## src/rtl/sub_pkg.sv

```systemverilog
// Shared definitions for the chunked sequential subtractor.
package sub_pkg;

    typedef enum logic [1:0] {
        IDLE = 2'd0,
        RUN  = 2'd1,
        DONE = 2'd2
    } state_t;

    // Ceiling log2; returns 0 for n <= 1.
    function automatic int clog2(input int n);
        int r;
        r = 0;
        for (int i = 0; i < 31; i++) begin
            if ((1 << i) < n) r = i + 1;
        end
        return r;
    endfunction

endpackage

```

## src/rtl/chunk_subtractor.sv

```systemverilog
// Combinational CHUNK-bit ripple subtractor built from per-bit full-subtractor cells.
module chunk_subtractor #(
    parameter int CHUNK = 4
) (
    input  logic [CHUNK-1:0] x,
    input  logic [CHUNK-1:0] y,
    input  logic             bi,
    output logic [CHUNK-1:0] d,
    output logic             bo
);

    // Borrow chain: br[i] is the borrow into bit i.
    logic [CHUNK:0] br;

    assign br[0] = bi;

    for (genvar i = 0; i < CHUNK; i++) begin : g_cell
        assign d[i]    = x[i] ^ y[i] ^ br[i];
        assign br[i+1] = (~x[i] & y[i]) | (~(x[i] ^ y[i]) & br[i]);
    end

    assign bo = br[CHUNK];

endmodule

```

## src/rtl/seq_subtractor.sv

```systemverilog
// Multi-cycle subtractor: diff = a - b - bin, CHUNK bits per clock with a
// registered borrow between chunks, start/busy/done handshake and flags.
module seq_subtractor
    import sub_pkg::*;
#(
    parameter int WIDTH = 16,
    parameter int CHUNK = 4
) (
    input  logic             clk,
    input  logic             rst_n,
    input  logic             start,
    input  logic [WIDTH-1:0] a,
    input  logic [WIDTH-1:0] b,
    input  logic             bin,
    output logic             busy,
    output logic             done,
    output logic [WIDTH-1:0] diff,
    output logic             bout,
    output logic             ovf
);

    localparam int NCHUNK = WIDTH / CHUNK;
    localparam int CNT_W  = (clog2(NCHUNK) < 1) ? 1 : clog2(NCHUNK);
    localparam logic [CNT_W-1:0] LAST = CNT_W'(NCHUNK - 1);

    if ((CHUNK < 1) || (CHUNK > WIDTH) || ((WIDTH % CHUNK) != 0)) begin : g_bad_cfg
        $error("seq_subtractor: WIDTH must be a non-zero multiple of CHUNK");
    end

    state_t           state;
    logic [WIDTH-1:0] a_q;
    logic [WIDTH-1:0] b_q;
    logic             borrow;
    logic [CNT_W-1:0] cnt;

    int               base;
    logic [CHUNK-1:0] x_c;
    logic [CHUNK-1:0] y_c;
    logic [CHUNK-1:0] d_c;
    logic             bo_c;

    assign base = int'(cnt) * CHUNK;
    assign x_c  = a_q[base +: CHUNK];
    assign y_c  = b_q[base +: CHUNK];

    chunk_subtractor #(
        .CHUNK(CHUNK)
    ) u_chunk (
        .x (x_c),
        .y (y_c),
        .bi(borrow),
        .d (d_c),
        .bo(bo_c)
    );

    assign busy = (state == RUN);
    assign done = (state == DONE);

    // Handshake FSM, operand latching, chunk write-back and final flags.
    always_ff @(posedge clk or negedge rst_n) begin
        if (!rst_n) begin
            state  <= IDLE;
            a_q    <= '0;
            b_q    <= '0;
            borrow <= 1'b0;
            cnt    <= '0;
            diff   <= '0;
            bout   <= 1'b0;
            ovf    <= 1'b0;
        end else begin
            case (state)
                IDLE, DONE: begin
                    if (start) begin
                        a_q    <= a;
                        b_q    <= b;
                        borrow <= bin;
                        cnt    <= '0;
                        state  <= RUN;
                    end else begin
                        state  <= IDLE;
                    end
                end
                RUN: begin
                    diff[base +: CHUNK] <= d_c;
                    borrow              <= bo_c;
                    cnt                 <= cnt + 1'b1;
                    if (cnt == LAST) begin
                        // Final chunk carries the result MSB, so the flags settle here.
                        bout  <= bo_c;
                        ovf   <= (a_q[WIDTH-1] != b_q[WIDTH-1]) &&
                                 (d_c[CHUNK-1] != a_q[WIDTH-1]);
                        state <= DONE;
                    end
                end
                default: state <= IDLE;
            endcase
        end
    end

endmodule

```

## config.mk

```make
export PLATFORM = sky130hd
export DESIGN_NAME = seq_subtractor
export DESIGN_NICKNAME = d
export VERILOG_FILES = /design/src/rtl/sub_pkg.sv /design/src/rtl/chunk_subtractor.sv /design/src/rtl/seq_subtractor.sv
export SDC_FILE = /design/constraint.sdc
export NUM_CORES = 1
export LEC_CHECK = 0
export ABC_AREA = 1
export CORE_MARGIN = 4
export CORE_UTILIZATION = 30
export CTS_CLUSTER_DIAMETER = 200
export CTS_CLUSTER_SIZE = 8
export DETAILED_ROUTE_END_ITERATION = 8
export PLACE_DENSITY = 0.54
export SLEW_MARGIN = 15
export SYNTH_ARGS = -nofsm -noshare
export SYNTH_HDL_FRONTEND = slang
export SYNTH_HIERARCHICAL = 1
export SYNTH_SLANG_ARGS = --single-unit
```

## constraint.sdc

```tcl
create_clock -name clk -period 3.57 [get_ports clk]
set_input_delay 0.5355 -clock clk [delete_from_list [all_inputs] [get_ports clk]]
set_output_delay 0.5355 -clock clk [all_outputs]
set_load 0.03 [all_outputs]
```

# Word level (Yosys, flattened, before mapping)
# Cells that the tools add are included.
classes:
  addsub: 2
  multipliers: 0
  n_div: 0
  magnitude_cmp: 0
  eq_ne: 7
  shifts: 4
  mux: 8
  bitwise_logic: 28
  n_reduce_logical: 7
ops:
  columns: ["operator", "count"]
  rows:
  - ["4-bit negator with 33-bit output", 1]
  - ["4-bit by 33-bit variable shift with 16-bit output, first input constant", 1]
  - ["4-bit by 33-bit indexed part select with 16-bit output", 1]
  - ["16-bit by 5-bit indexed part select with 4-bit output", 2]
  - ["16-bit bitwise mux", 1]
  - ["1-bit bitwise AND", 8]
  - ["1-bit NOT", 8]
  - ["2-bit one-hot mux with 2 select lines", 2]
  - ["1-bit bitwise XOR", 8]
  - ["2-bit AND reduction", 3]
  - ["2-bit equality test, second input constant", 2]
  - ["2-bit two-way mux", 2]
  - ["1-bit bitwise OR", 4]
  - ["2-bit by 1-bit adder with 2-bit output, second input constant", 1]
  - ["2-bit by 1-bit equality test with 1-bit output, second input constant", 1]
  - ["2-bit logical NOT", 1]
  - ["1-bit two-way mux", 2]
  - ["1-bit != test", 2]
  - ["2-bit by 1-bit != test with 1-bit output, second input constant", 1]
  - ["2-bit != test, second input constant", 1]
  - ["1-bit one-hot mux with 2 select lines", 1]
  - ["2-bit nonzero test", 1]
  - ["2-bit OR reduction", 1]
  - ["1-bit logical AND", 1]
word_totals:
  regBits: 55
  latchBits: 0
  ramBits: 0
  mem_bits_ro: 0
  output_inout_bits: 20
  mem_count: 0

# Depth between registers and ports, before layout
depth:
  ltp_word: 12
  ltp_mapped: 18

# Hierarchy
# Netlist, hierarchy kept.
modules_own_cells:
  columns: ["mod", "n_inst", "cells_per_inst", "area_each_um2"]
  rows:
  - ["seq_subtractor", 1, 324, 2735.1]
  - ["chunk_subtractor", 1, 14, 117.6]

# Worst setup path before layout
# No wires, ideal clock.
synth_path:
  path_type: "reg-to-reg"
  start: "register cnt[0]"
  end: "register ovf"
  setup_time_ps: 65
  arrival_ps: 2709
  required_time_ps: 3505
  path_slack_ps: 795
  path_stages_with_launch: 18
  path_cell_list: "dfrtp_1 -> inv_2 -> buf_6 -> buf_6 -> o211ai_2 -> nand2_1 -> inv_1 -> fa_1 -> inv_1 -> fa_1 -> fa_1 -> inv_1 -> fa_1 -> inv_1 -> nand3_1 -> nand2_1 -> nand2_1 -> nand2_1"
synth_via:
  elab_chain_len: 12
  elab_cells_between_ends: 26
  classes_between: "eq/ne (2); shift (2); bitwise (20); reduce/logical (2)"
synth_lines:
  columns: ["item", "line_no", "text"]
  rows:
  - ["start, declared", "seq_subtractor.sv:34", "logic [CNT_W-1:0] cnt;"]
  - ["start signal, assigned", "seq_subtractor.sv:86", "cnt <= cnt + 1'b1;"]
  - ["16-bit by 5-bit indexed part select with 4-bit output *", "seq_subtractor.sv:44", "assign y_c = b_q[base +: CHUNK];"]
  - ["net y_c[0]", "seq_subtractor.sv:38", "logic [CHUNK-1:0] y_c;"]
  - ["1-bit bitwise XOR", "chunk_subtractor.sv:19", "assign br[i+1] = (~x[i] & y[i]) | (~(x[i] ^ y[i]) & br[i]);"]
  - ["1-bit NOT", "chunk_subtractor.sv:19", null]
  - ["1-bit bitwise AND", "chunk_subtractor.sv:19", null]
  - ["1-bit bitwise OR *", "chunk_subtractor.sv:19", null]
  - ["1-bit bitwise AND *", "chunk_subtractor.sv:19", null]
  - ["1-bit bitwise OR *", "chunk_subtractor.sv:19", null]
  - ["1-bit bitwise AND *", "chunk_subtractor.sv:19", null]
  - ["1-bit bitwise OR *", "chunk_subtractor.sv:19", null]
  - ["1-bit bitwise XOR *", "chunk_subtractor.sv:18", "assign d[i] = x[i] ^ y[i] ^ br[i];"]
  - ["net d_c[3]", "seq_subtractor.sv:39", "logic [CHUNK-1:0] d_c;"]
  - ["1-bit != test *", "seq_subtractor.sv:91", "(d_c[CHUNK-1] != a_q[WIDTH-1]);"]
  - ["1-bit logical AND *", "seq_subtractor.sv:90", "ovf <= (a_q[WIDTH-1] != b_q[WIDTH-1]) &&"]
  - ["end signal, assigned", "seq_subtractor.sv:90", null]
  - ["end, declared", "seq_subtractor.sv:19", "output logic ovf"]
# Mark *: on every way through the listed nets, which the timed path passes. The rest lies on a longest branch.
# A chain may end at the register's enable or synchronous reset.

# Worst setup path in the final report
layout_path:
  start: "register cnt[1]"
  end: "register ovf"
# The elaborated chain is that of the path after synthesis.

==> impl_summary.log <==
INFO  metric outcome = complete, no violations
INFO  metric avgSynthCellArea = 8.44 µm²
INFO  metric cp_slowest_stage_delay = 0.78 ns
INFO  metric worst_slew_margin_rel = 0.356
INFO  metric clkTransAtPathRegs = 0.10 ns
INFO  metric syn_inst = 338
INFO  metric timing.final.ws_setup = 0.539 ns
INFO  metric via_density = 4.37
INFO  metric drive_gt1_frac = 0.103
INFO  metric total_via_count_in_the_routed_design = 2257
INFO  metric total_switching_power = 1.63 mW
INFO  metric cp-end-kind = flip-flop
INFO  metric synth_top_family_by_area = simple AND/OR/NAND/NOR gates
INFO  metric power-per-cell-area = 946 mW/mm²
INFO  metric antenna_cells = 0
INFO  metric critical_path.slowest_cell = sky130_fd_sc_hd__dfrtp_1
INFO  metric shortest_period_the_worst_path_allows = 3.03 ns
INFO  metric globalRoute.totalOverflow = 0
INFO  metric place_ws = 0.535 ns
INFO  metric synth_sequential_area_ratio = 0.482
INFO  metric synth_top_cells_by_area = sky130_fd_sc_hd__dfrtp_1 (48%), sky130_fd_sc_hd__nand2_1 (15%), sky130_fd_sc_hd__nand3_1 (5.8%)
INFO  metric worst_hold_path_type = input pin to asynchronous set/reset pin
INFO  metric report.final.hold_viol_count = 0
INFO  metric finish.net_count = 432
INFO  metric post_synth_fa_ha_maj_area_fraction = 0.0500
INFO  metric grt_pass1_wl = 11100 µm
INFO  metric cts.sinks = 55
INFO  metric postSynthRegisterBits = 55
INFO  metric post-cts-setup-buffers = 0
INFO  metric die_area = 0.0111 mm²
INFO  metric p_leak = 1.76 nW
INFO  metric setup_total_negative_slack = 0 ns
INFO  metric comb_power_share = 0.574
INFO  metric synth-simple-area-share = 0.293
INFO  metric setup_repair_after_global_routing_missed_its_margin = no
INFO  metric drcViolationCount = 0
INFO  metric synthesized_net_count = 383
INFO  metric switching_share = 0.488
INFO  metric synth_largest_area_cell = sky130_fd_sc_hd__dfrtp_1
INFO  metric core_region_area = 0.00924 mm²
INFO  metric worstMarginPinSlew = 0.966 ns
INFO  metric antenna_left = 0
INFO  metric synth-compound-area-share = 0.0864
INFO  metric power.internal = 1.72 mW
INFO  metric start_util = 0.309
INFO  metric clock_tree.htree_level_count = 2
INFO  metric synth.cell_area = 0.00285 mm²
INFO  metric worst-setup-path-type = flip-flop to flip-flop
INFO  metric antenna_found_initial = 0
INFO  metric post_synth_xor_area_fraction = 0
INFO  metric synthesis.yosys.warnings = 6
INFO  metric wire_per_inst = 12.5 µm
INFO  metric cts_buffers = 5
INFO  metric numPortBuffers = 55
INFO  metric seq_power_share = 0.324
INFO  metric die_height = 106 µm
INFO  metric vdd_drop_max = 309 µV
INFO  metric total_of_max_cap_violations = 0
INFO  metric reg2reg_to = ovf
INFO  metric path_cells = nor2_1 > o21ai_0 > nand2_1 > inv_1 > fa_1 > inv_1 > fa_1 > fa_1 > inv_1 > fa_1 > inv_1 > nand3_1 > nand2_1 > nand2_1 > nand2_1
INFO  metric post_detailed_placement_half_perimeter_wirelength = 4850 µm
INFO  metric post_cts.resized_instances = 0
INFO  metric cts_max_path_buffers = 2
INFO  metric fp.dieW = 106 µm
INFO  metric maxClockFrequency = 0.330 GHz
INFO  metric fin_skew = 0.00266 ns
INFO  metric grt_pass1_vias = 2276
INFO  metric critical_path_peak_fanout = 18
INFO  metric clkPwrFrac = 0.101
INFO  metric tritoncts_clock_tree = done
INFO  metric timing.final.setup_violations = 0
INFO  metric wirelength = 6490 µm
INFO  metric timing.final.max_slew_violations = 0
INFO  metric grt_usage = 0.122
INFO  metric grt_max_degree = 45
INFO  metric finalCritPeriodShare = 0.849
INFO  metric finalWeightedCongestion = 0.787
INFO  metric clk_latency = 0.31 ns
INFO  metric drt-pass1-iter-count = 4
INFO  metric rows = 35
INFO  metric ff2ff_path_depth = 15
INFO  metric timing.reg2reg.setup_slack = 0.54 ns
INFO  metric dr.first_iter.drc_count = 84
INFO  metric synthDominantCellAreaShare = 0.482
INFO  metric start_kind = flip-flop
INFO  metric cp.required = 3.82 ns
INFO  metric synth.distinct_cells = 27
INFO  metric rr_startpoint = cnt[1]
INFO  metric holdBufCountCts = 0
INFO  metric cp_data_arrival_time = 3.29 ns
INFO  metric synthMuxAreaShare = 0
INFO  metric pin_count = 56
INFO  metric ctsRootBufferMaster = sky130_fd_sc_hd__clkbuf_8
INFO  metric areaGrowthSynthToFinish = 24.3%
## cell families (layout without fill, tap and decap cells)
family,Yosys count,in the layout
simple gates,191,191
flops,55,55
buf+inv,50,100
compound gates,33,33
fa+ha+maj,9,9
## registers in the layout (all words and copies together) (netlist names)
register	count
bout	1
cnt	2
borrow	1
ovf	1
diff	16
state	2
a_q	16
b_q	16
## power by group through the flow
| stage | combinational [mW] | sequential, mW | clock [mW] |
|---|---|---|---|
| after floorplan | 1.37 | 1.16 | 0 |
| after global placement | 1.93 | 1.10 | 0 |
| after detailed placement | 1.95 | 1.10 | 0 |
| after CTS | 1.96 | 1.09 | 0.354 |
| after global routing | 2.20 | 1.12 | 0.375 |
| final | 1.93 | 1.09 | 0.340 |
## placed cells by master (no fill, tap or decap), types with 2 or more instances in the layout
cell / netlist / routed
sky130_fd_sc_hd__a21oi_1: 3 / 3
sky130_fd_sc_hd__a21oi_2: 6 / 6
sky130_fd_sc_hd__buf_4: 4 / 4
sky130_fd_sc_hd__clkbuf_1: 0 / 2
sky130_fd_sc_hd__clkbuf_8: 0 / 5
sky130_fd_sc_hd__clkdlybuf4s50_1: 0 / 54
sky130_fd_sc_hd__dfrtp_1: 55 / 55
sky130_fd_sc_hd__fa_1: 4 / 4
sky130_fd_sc_hd__ha_1: 5 / 5
sky130_fd_sc_hd__inv_1: 30 / 30
sky130_fd_sc_hd__inv_2: 2 / 2
sky130_fd_sc_hd__nand2_1: 116 / 116
sky130_fd_sc_hd__nand3_1: 33 / 33
sky130_fd_sc_hd__nand3_2: 2 / 2
sky130_fd_sc_hd__nor2_1: 29 / 29
sky130_fd_sc_hd__nor2_2: 3 / 3
sky130_fd_sc_hd__nor3_2: 4 / 4
sky130_fd_sc_hd__o211ai_1: 2 / 2
sky130_fd_sc_hd__o211ai_2: 7 / 7
sky130_fd_sc_hd__o21ai_0: 13 / 13
## Yosys cell counts
cell type	count
sky130_fd_sc_hd__nor2_4	1
sky130_fd_sc_hd__inv_1	30
sky130_fd_sc_hd__o21ai_1	1
sky130_fd_sc_hd__buf_4	4
sky130_fd_sc_hd__nand3_2	2
sky130_fd_sc_hd__a21oi_1	3
sky130_fd_sc_hd__clkbuf_2	1
sky130_fd_sc_hd__inv_2	2
sky130_fd_sc_hd__nand3_1	33
sky130_fd_sc_hd__buf_2	7
sky130_fd_sc_hd__inv_4	1
sky130_fd_sc_hd__o211ai_2	7
sky130_fd_sc_hd__dfrtp_1	55
sky130_fd_sc_hd__fa_1	4
sky130_fd_sc_hd__nor2_2	3
sky130_fd_sc_hd__nand2_2	1
sky130_fd_sc_hd__nand3_4	1
sky130_fd_sc_hd__nand2_4	1
sky130_fd_sc_hd__o22ai_1	1
sky130_fd_sc_hd__nor3_2	4
sky130_fd_sc_hd__nor2_1	29
sky130_fd_sc_hd__a21oi_2	6
sky130_fd_sc_hd__o211ai_1	2
sky130_fd_sc_hd__nand2_1	116
sky130_fd_sc_hd__ha_1	5
sky130_fd_sc_hd__o21ai_0	13
sky130_fd_sc_hd__buf_6	5
## worst max path at each step
stage	slack, ns	to	from
global placement	0.59	ovf	cnt[1]
floorplan	0.80	ovf	cnt[0]
CTS	0.53	ovf	cnt[1]
detailed placement	0.54	ovf	cnt[1]
finish	0.54	ovf	cnt[1]
global route	0.21	ovf	cnt[1]
## final cells by class
type / count / area (µm²)
Clock buffer: 7 / 76.3
Sequential cell: 55 / 1380
Inverter: 33 / 126
Multi-Input combinational cell: 233 / 1220
Timing Repair Buffer: 59 / 576
Fill cell: 981 / 5700
Clock inverter: 1 / 5.00
Tap cell: 129 / 161
## per-stage QoR
step | util | area [µm²] | power, mW | std cells | hold slack, ns
finish | 0.384 | 3540 | 3.35 | 517 | 0.374
global route | 0.384 | 3540 | 3.70 | 517 | 0.469
CTS | 0.384 | 3540 | 3.40 | 517 | 0.406
detailed placement | 0.375 | 3460 | 3.06 | 509 | 0.463
global placement | 0.375 | 3460 | 3.03 | 509 | 0.457
floorplan | - | 2850 | 2.53 | 338 | 0.240
## layer usage
| metal | vias to the layer above | global-route usage | part of all wire |
|---|---|---|---|
| li1 | 1151 | - | - |
| met1 | 1044 | 0.164 | 0.48 |
| met2 | 56 | 0.195 | 0.46 |
| met3 | 6 | 0.0349 | 0.056 |
| met4 | 0 | 0.0250 | 0.0072 |
| met5 | - | 0 | 0 |
## worst max-delay path, delay by kind of cell (launching register included)
family | cells | cell delay [ns]
fa+ha+maj | 4 | 1.36
flops | 1 | 0.78
buf+inv | 4 | 0.34
simple gates | 6 | 0.39
compound gates | 1 | 0.10
Note: power is estimated with default switching activity, not from simulation.
